File: src/rtl/instr_fetch_pkg.sv
// Shared constants and types for the instruction fetch unit.
package instr_fetch_pkg;

  localparam int unsigned XLEN = 32;
  localparam logic [XLEN-1:0] RESET_PC_DEFAULT = 32'h0000_0000;
  localparam logic [XLEN-1:0] NOP_INSTR = 32'h0000_0013;

  typedef enum logic [1:0] {
    StBoot,
    StFetch,
    StDrain
  } fetch_state_e;

endpackage

File: src/rtl/fetch_fifo.sv
// Small circular FIFO holding fetched {pc, instr} pairs for the decode stage.
module fetch_fifo #(
  parameter int unsigned DEPTH = 2,
  parameter int unsigned WIDTH = 64
) (
  input  logic                           clk,
  input  logic                           reset_n,
  input  logic                           push,
  input  logic [WIDTH-1:0]               push_data,
  input  logic                           pop,
  input  logic                           flush,
  output logic [WIDTH-1:0]               head_data,
  output logic                           full,
  output logic                           empty,
  output logic [$clog2(DEPTH+1)-1:0]     count
);

  localparam int unsigned PW = $clog2(DEPTH);
  localparam int unsigned CW = $clog2(DEPTH + 1);

  logic [WIDTH-1:0] mem_q [DEPTH];
  logic [PW-1:0]    rptr_q, wptr_q;
  logic [CW-1:0]    count_q;
  logic             push_en, pop_en;

  assign full    = (count_q == CW'(DEPTH));
  assign empty   = (count_q == '0);
  assign count   = count_q;
  assign pop_en  = pop && !empty;
  // A full FIFO can still take a push when the head leaves in the same cycle.
  assign push_en = push && (!full || pop_en);

  assign head_data = mem_q[rptr_q];

  always_ff @(posedge clk) begin
    if (push_en && !flush) begin
      mem_q[wptr_q] <= push_data;
    end
  end

  always_ff @(posedge clk or negedge reset_n) begin
    if (!reset_n) begin
      rptr_q  <= '0;
      wptr_q  <= '0;
      count_q <= '0;
    end else if (flush) begin
      rptr_q  <= '0;
      wptr_q  <= '0;
      count_q <= '0;
    end else begin
      if (push_en) wptr_q <= wptr_q + PW'(1);
      if (pop_en)  rptr_q <= rptr_q + PW'(1);
      count_q <= count_q + CW'(push_en) - CW'(pop_en);
    end
  end

endmodule

File: src/rtl/instr_fetch.sv
// Instruction fetch: credit-limited request issue, in-order response capture and
// redirect handling that drains responses belonging to the abandoned stream.
module instr_fetch
  import instr_fetch_pkg::*;
#(
  parameter logic [XLEN-1:0] RESET_PC  = RESET_PC_DEFAULT,
  parameter int unsigned     BUF_DEPTH = 2
) (
  input  logic            clk,
  input  logic            reset_n,
  output logic [XLEN-1:0] iaddr,
  output logic            ireq,
  input  logic            igrant,
  input  logic            irvalid,
  input  logic [XLEN-1:0] irdata,
  input  logic            redir_valid,
  input  logic [XLEN-1:0] redir_pc,
  output logic            out_valid,
  input  logic            out_ready,
  output logic [XLEN-1:0] out_instr,
  output logic [XLEN-1:0] out_pc
);

  localparam int unsigned CW = $clog2(BUF_DEPTH + 1);
  localparam int unsigned PW = $clog2(BUF_DEPTH);
  localparam logic [CW:0] BufDepthC = (CW+1)'(BUF_DEPTH);

  fetch_state_e    state_q;
  logic [XLEN-1:0] pc_q;
  logic [CW-1:0]   outstanding_q, discard_q;
  logic [XLEN-1:0] pcq_mem_q [BUF_DEPTH];
  logic [PW-1:0]   pcq_wptr_q, pcq_rptr_q;

  logic            req_fire, rsp_fire, rsp_keep, fifo_pop;
  logic [CW-1:0]   outstanding_after;
  logic [CW:0]     credit_used;
  logic            fifo_full, fifo_empty;
  logic [CW-1:0]   fifo_count;
  logic [2*XLEN-1:0] fifo_head;

  assign credit_used = {1'b0, outstanding_q} + {1'b0, fifo_count};
  assign ireq        = (state_q == StFetch) && !redir_valid && (credit_used < BufDepthC);
  assign iaddr       = pc_q;
  assign req_fire    = ireq && igrant;

  // Stray responses with nothing outstanding are ignored entirely.
  assign rsp_fire          = irvalid && (outstanding_q != '0);
  assign rsp_keep          = rsp_fire && (state_q == StFetch) && !redir_valid;
  assign outstanding_after = outstanding_q - CW'(rsp_fire);

  assign out_valid = !fifo_empty && !redir_valid;
  assign fifo_pop  = out_valid && out_ready;
  assign out_instr = fifo_empty ? NOP_INSTR : fifo_head[XLEN-1:0];
  assign out_pc    = fifo_empty ? '0 : fifo_head[2*XLEN-1:XLEN];

  fetch_fifo #(
    .DEPTH (BUF_DEPTH),
    .WIDTH (2 * XLEN)
  ) u_fetch_fifo (
    .clk       (clk),
    .reset_n   (reset_n),
    .push      (rsp_keep),
    .push_data ({pcq_mem_q[pcq_rptr_q], irdata}),
    .pop       (fifo_pop),
    .flush     (redir_valid),
    .head_data (fifo_head),
    .full      (fifo_full),
    .empty     (fifo_empty),
    .count     (fifo_count)
  );

  // PC queue of issued requests; every counted response consumes one entry.
  always_ff @(posedge clk) begin
    if (req_fire) begin
      pcq_mem_q[pcq_wptr_q] <= pc_q;
    end
  end

  always_ff @(posedge clk or negedge reset_n) begin
    if (!reset_n) begin
      state_q       <= StBoot;
      pc_q          <= RESET_PC;
      outstanding_q <= '0;
      discard_q     <= '0;
      pcq_wptr_q    <= '0;
      pcq_rptr_q    <= '0;
    end else begin
      if (req_fire) pcq_wptr_q <= pcq_wptr_q + PW'(1);
      if (rsp_fire) pcq_rptr_q <= pcq_rptr_q + PW'(1);
      outstanding_q <= outstanding_after + CW'(req_fire);

      if (redir_valid) begin
        // Everything still in flight belongs to the old stream.
        pc_q      <= {redir_pc[XLEN-1:2], 2'b00};
        discard_q <= outstanding_after;
        state_q   <= (outstanding_after != '0) ? StDrain : StFetch;
      end else begin
        if (req_fire) pc_q <= pc_q + 32'd4;
        unique case (state_q)
          StBoot:  state_q <= StFetch;
          StFetch: ;
          StDrain: begin
            if (rsp_fire) begin
              discard_q <= discard_q - CW'(1);
              if (discard_q == CW'(1)) state_q <= StFetch;
            end
          end
          default: state_q <= StBoot;
        endcase
      end
    end
  end

  assert property (@(posedge clk) disable iff (!reset_n) !(irvalid && (outstanding_q == '0)))
    else $error("instr_fetch: irvalid with no outstanding request");

  logic unused_full;
  assign unused_full = fifo_full;

endmodule

File: config.mk
export PLATFORM = sky130hd
export DESIGN_NAME = instr_fetch
export DESIGN_NICKNAME = d
export VERILOG_FILES = /design/src/rtl/instr_fetch_pkg.sv /design/src/rtl/fetch_fifo.sv /design/src/rtl/instr_fetch.sv
export SDC_FILE = /design/constraint.sdc
export NUM_CORES = 1
export LEC_CHECK = 0
export CORE_ASPECT_RATIO = 1.2
export CORE_MARGIN = 2
export CORE_UTILIZATION = 40
export DETAILED_ROUTE_END_ITERATION = 7
export SETUP_SLACK_MARGIN = 0.02
export SLEW_MARGIN = 40
export SYNTH_ARGS = -nofsm -noshare
export SYNTH_HDL_FRONTEND = slang
export SYNTH_SLANG_ARGS = --single-unit
export TNS_END_PERCENT = 10
File: constraint.sdc
create_clock -name clk -period 5.97 [get_ports clk]
set_input_delay 1.4925 -clock clk [delete_from_list [all_inputs] [get_ports clk]]
set_output_delay 1.4925 -clock clk [all_outputs]
set_load 0.05 [all_outputs]
==> impl_results.md <==
- P_leak: 4.11 nW
- Mean Syn Cell Area: 14.6 µm²
- CP peak stage delay: 0.49 ns
- Starting DRT DRC Count: 294
- Placed insts: 1,095
- DRC: 0
- Combinational share of power: 23.3%
- Worst path bufs/invs: 2
- Compound-cell area share of the yosys netlist: 4.58%
- Adder-Cell Fraction of Synth Area: 1.02%
- DRT Pass-1 Iters: 5
- CP Max Fanout: 3
- Post-synth EDFFs: 184
- Clk sinks: 226
- Mapped cell area: 9280 µm²
- Max-cap violation count: 0
- CTS tree: done
- Area grow syn2layout: 30.5%
- Cell Chain, Critical Path: clkdlybuf4s50_1 > or3b_4 > nor3_1 > buf_12
- Final setup fails: 0
- Hold_buf cts: 0
- Post-synth ARST share: 18.6%
- Setup_tns: 0 ns
- Die Span X: 143 µm
- Worst Path Class, Setup: input port to output port
- Most frequent cells in the layout: edfxtp_1 (184), clkdlybuf4s50_1 (159), nor2_1 (82)
- Post-Route WL: 20,100 µm
- Post-CTS Setup Bufs: 0
- Synth Instances: 638
- CP Depth: 4
- H-tree depth: 1
- RSZ-0062 raised after global routing: no
- Reg-to-reg critical path startpoint: u_fetch_fifo.count[0]
- Reg-to-reg slack, setup: 2.37 ns
- CP startpoint: redir_valid
- Sequential power share: 44.1%
- CP delay by family, top: simple AND/OR/NAND/NOR gates
- Fin crit share: 76.1%
- Detailed placement HPWL: 13,200 µm
- Seq cells post-synth: 226
- CP arrival: 3.05 ns
- Total Routing Usage GR: 16.1%
- DR vias: 5,844
- PortBufs: 161
- Register area share after synthesis: 70.8%
- Net Switching: 1.33 mW
- Max Freq: 0.220 GHz
- Largest net degree at the start of global routing: 63
- Worst r2r dst: pcq_mem_q[1][31]
- Synth Area in XOR/XNOR: 0.849%
- CP endpoint kind: output port
- HP Class: register to register
- Switching portion of total power: 29.5%
- CTS Buf Count: 23
- Fraction of layout cells with a size suffix above 1: 10.5%
- Antenna Nets Post-Route: 0
- Pwr dens: 371 nW/µm²
- Die area: 24,500 µm²
- Main combinational cell family by area after synthesis: multiplexers
- Gpl congestion: 0.808
- Vias per Instance: 5.14
- Fin. max-slew vios: 0
- Post-cts sizing count: 0
- Clk Latency, worst-skew pair: 0.51 ns
- Worst VDD drop: 208 µV
- Max-slew headroom: 51.8%
- First-pass GRT wire length: 31,100 µm
- Dominant synthesized flop cell: edfxtp_1
- Area contributors post-synth: edfxtp_1 (60%), dfrtp_1 (11%), mux2i_1 (7.0%), mux2_2 (3.8%), nor2_1 (3.4%)
- Top Ports: 168
- Synth warn: 0
- Per-cell routed wire length: 17.7 µm
- Clock power share: 32.6%
- R2R depth: 7
- Most common cell after layout, fill and taps aside: edfxtp_1
- CP Launch Type: input port
- Proportion of synthesized area in mux cells: 10.8%
- Ant diodes: 0
- Least-Margin Pin Slew: 0.722 ns
- Minimum clock period after layout: 4.55 ns
- Cell variety after synth: 44
- Clk buf depth: 3
- Number of nets in the layout: 882
- Data required, critical path: 4.48 ns
- Internal cell power: 3.16 mW
- CTS clock-pin slew for the worst setup and hold paths: 0.06 ns
- Status: complete, no violations
- Vias in the first global route: 5,769
- Synth top area share: 59.5%
- Cell taking the most area after synthesis: edfxtp_1
- Initial core utilization: 40.4%
- Final hold viol count: 0
- Critical path endpoint: ireq
- DIE HEIGHT: 171 µm
- Post-synthesis simple-gate area fraction: 9.54%
- Grt ovf: 0
- Initial antenna violation count: 0
- Core Box Area: 23,000 µm²
- Post-Layout Cell Count: 1,137
- Layout Skew: 0.0213 ns
- Clock root buffer: clkbuf_16
- # rows: 61
- Slowest-stage cell, CP: clkdlybuf4s50_1
-- sequential cells by signal, summed over array words and instances (netlist names) --
name                 flops
u_fetch_fifo.mem_q     124
pcq_mem_q               60
iaddr                   30
discard_q                2
outstanding_q            2
state_q                  2
u_fetch_fifo.count       2
pcq_rptr_q               1
pcq_wptr_q               1
u_fetch_fifo.rptr_q      1
u_fetch_fifo.wptr_q      1
-- layout make-up --
type / instances / area, µm²
clock inverters: 11 / 154
inverters: 15 / 61.3
well taps: 315 / 394
fillers: 1896 / 10900
flip-flops and latches: 226 / 6580
multi-input cells: 367 / 2530
repair buffers: 172 / 1790
clock buffers: 31 / 616
-- kinds of logic (layout without fill, tap and decap cells) --
group | count (synthesis) | after routing
multiplexers | 96 | 96
adder cells (fa/ha/maj) | 7 | 7
AND/OR/NAND/NOR | 188 | 188
buffers and inverters | 48 | 229
AO/OA/AOI/OAI | 63 | 63
flip-flops | 226 | 226
XOR/XNOR | 9 | 9
other | 1 | 4
-- per-stage QoR --
| step | setup WS [ns] | hold WS (ns) | util, % | total power [mW] | cell area [µm²] |
|---|---|---|---|---|---|
| 2_1_floorplan | 0.299 | 0.454 | - | 2.68 | 9300 |
| 3_3_place_gp | 1.16 | 0.484 | 48.8 | 3.02 | 11200 |
| 3_5_place_dp | 1.10 | 0.481 | 49.4 | 3.07 | 11300 |
| 4_1_cts | 1.41 | 0.493 | 52.7 | 4.54 | 12100 |
| 5_1_grt | 1.38 | 0.514 | 52.7 | 4.68 | 12100 |
| 6_report | 1.42 | 0.496 | 52.7 | 4.49 | 12100 |
-- how the worst min path moves through the flow --
stage / slack [ns] / from / endpoint / cells after the start
floorplan: 0.45 / state_q[0] / state_q[0] / 1
global route: 0.51 / state_q[0] / state_q[0] / 1
detailed placement: 0.48 / state_q[0] / state_q[0] / 1
CTS: 0.49 / state_q[0] / state_q[0] / 1
finish: 0.50 / state_q[0] / state_q[0] / 1
global placement: 0.48 / state_q[0] / state_q[0] / 1
-- power by group through the flow --
stage	registers [mW]	clock network, mW	logic [mW]
2_1_floorplan	2.05	0	0.634
3_5_place_dp	2.01	0	1.05
5_1_grt	2.00	1.56	1.12
4_1_cts	1.98	1.50	1.06
6_report	1.98	1.46	1.05
3_3_place_gp	2.03	0	0.993
-- synthesized netlist by cell type, types with 6 or more instances --
cell	count
edfxtp_1	184
nor2_1	85
mux2i_1	65
dfrtp_1	42
nand2_1	39
mux2_2	31
nand3_1	20
o21ai_0	20
clkbuf_1	17
inv_1	14
nand4_1	10
o211ai_1	9
a21oi_1	7
buf_1	7
o311ai_0	7
and2_1	6
ha_1	6
nor3_1	6
o311ai_1	6
xnor2_1	6
-- metal layers --
layer,wire length (µm),track usage (%),share of wire (%)
met5,0,0,0
met4,410,4.61,2.0
met3,1460,3.27,7.3
met2,9850,27.6,49
met1,8380,20.9,42
Power figures use the tool's default switching activity.
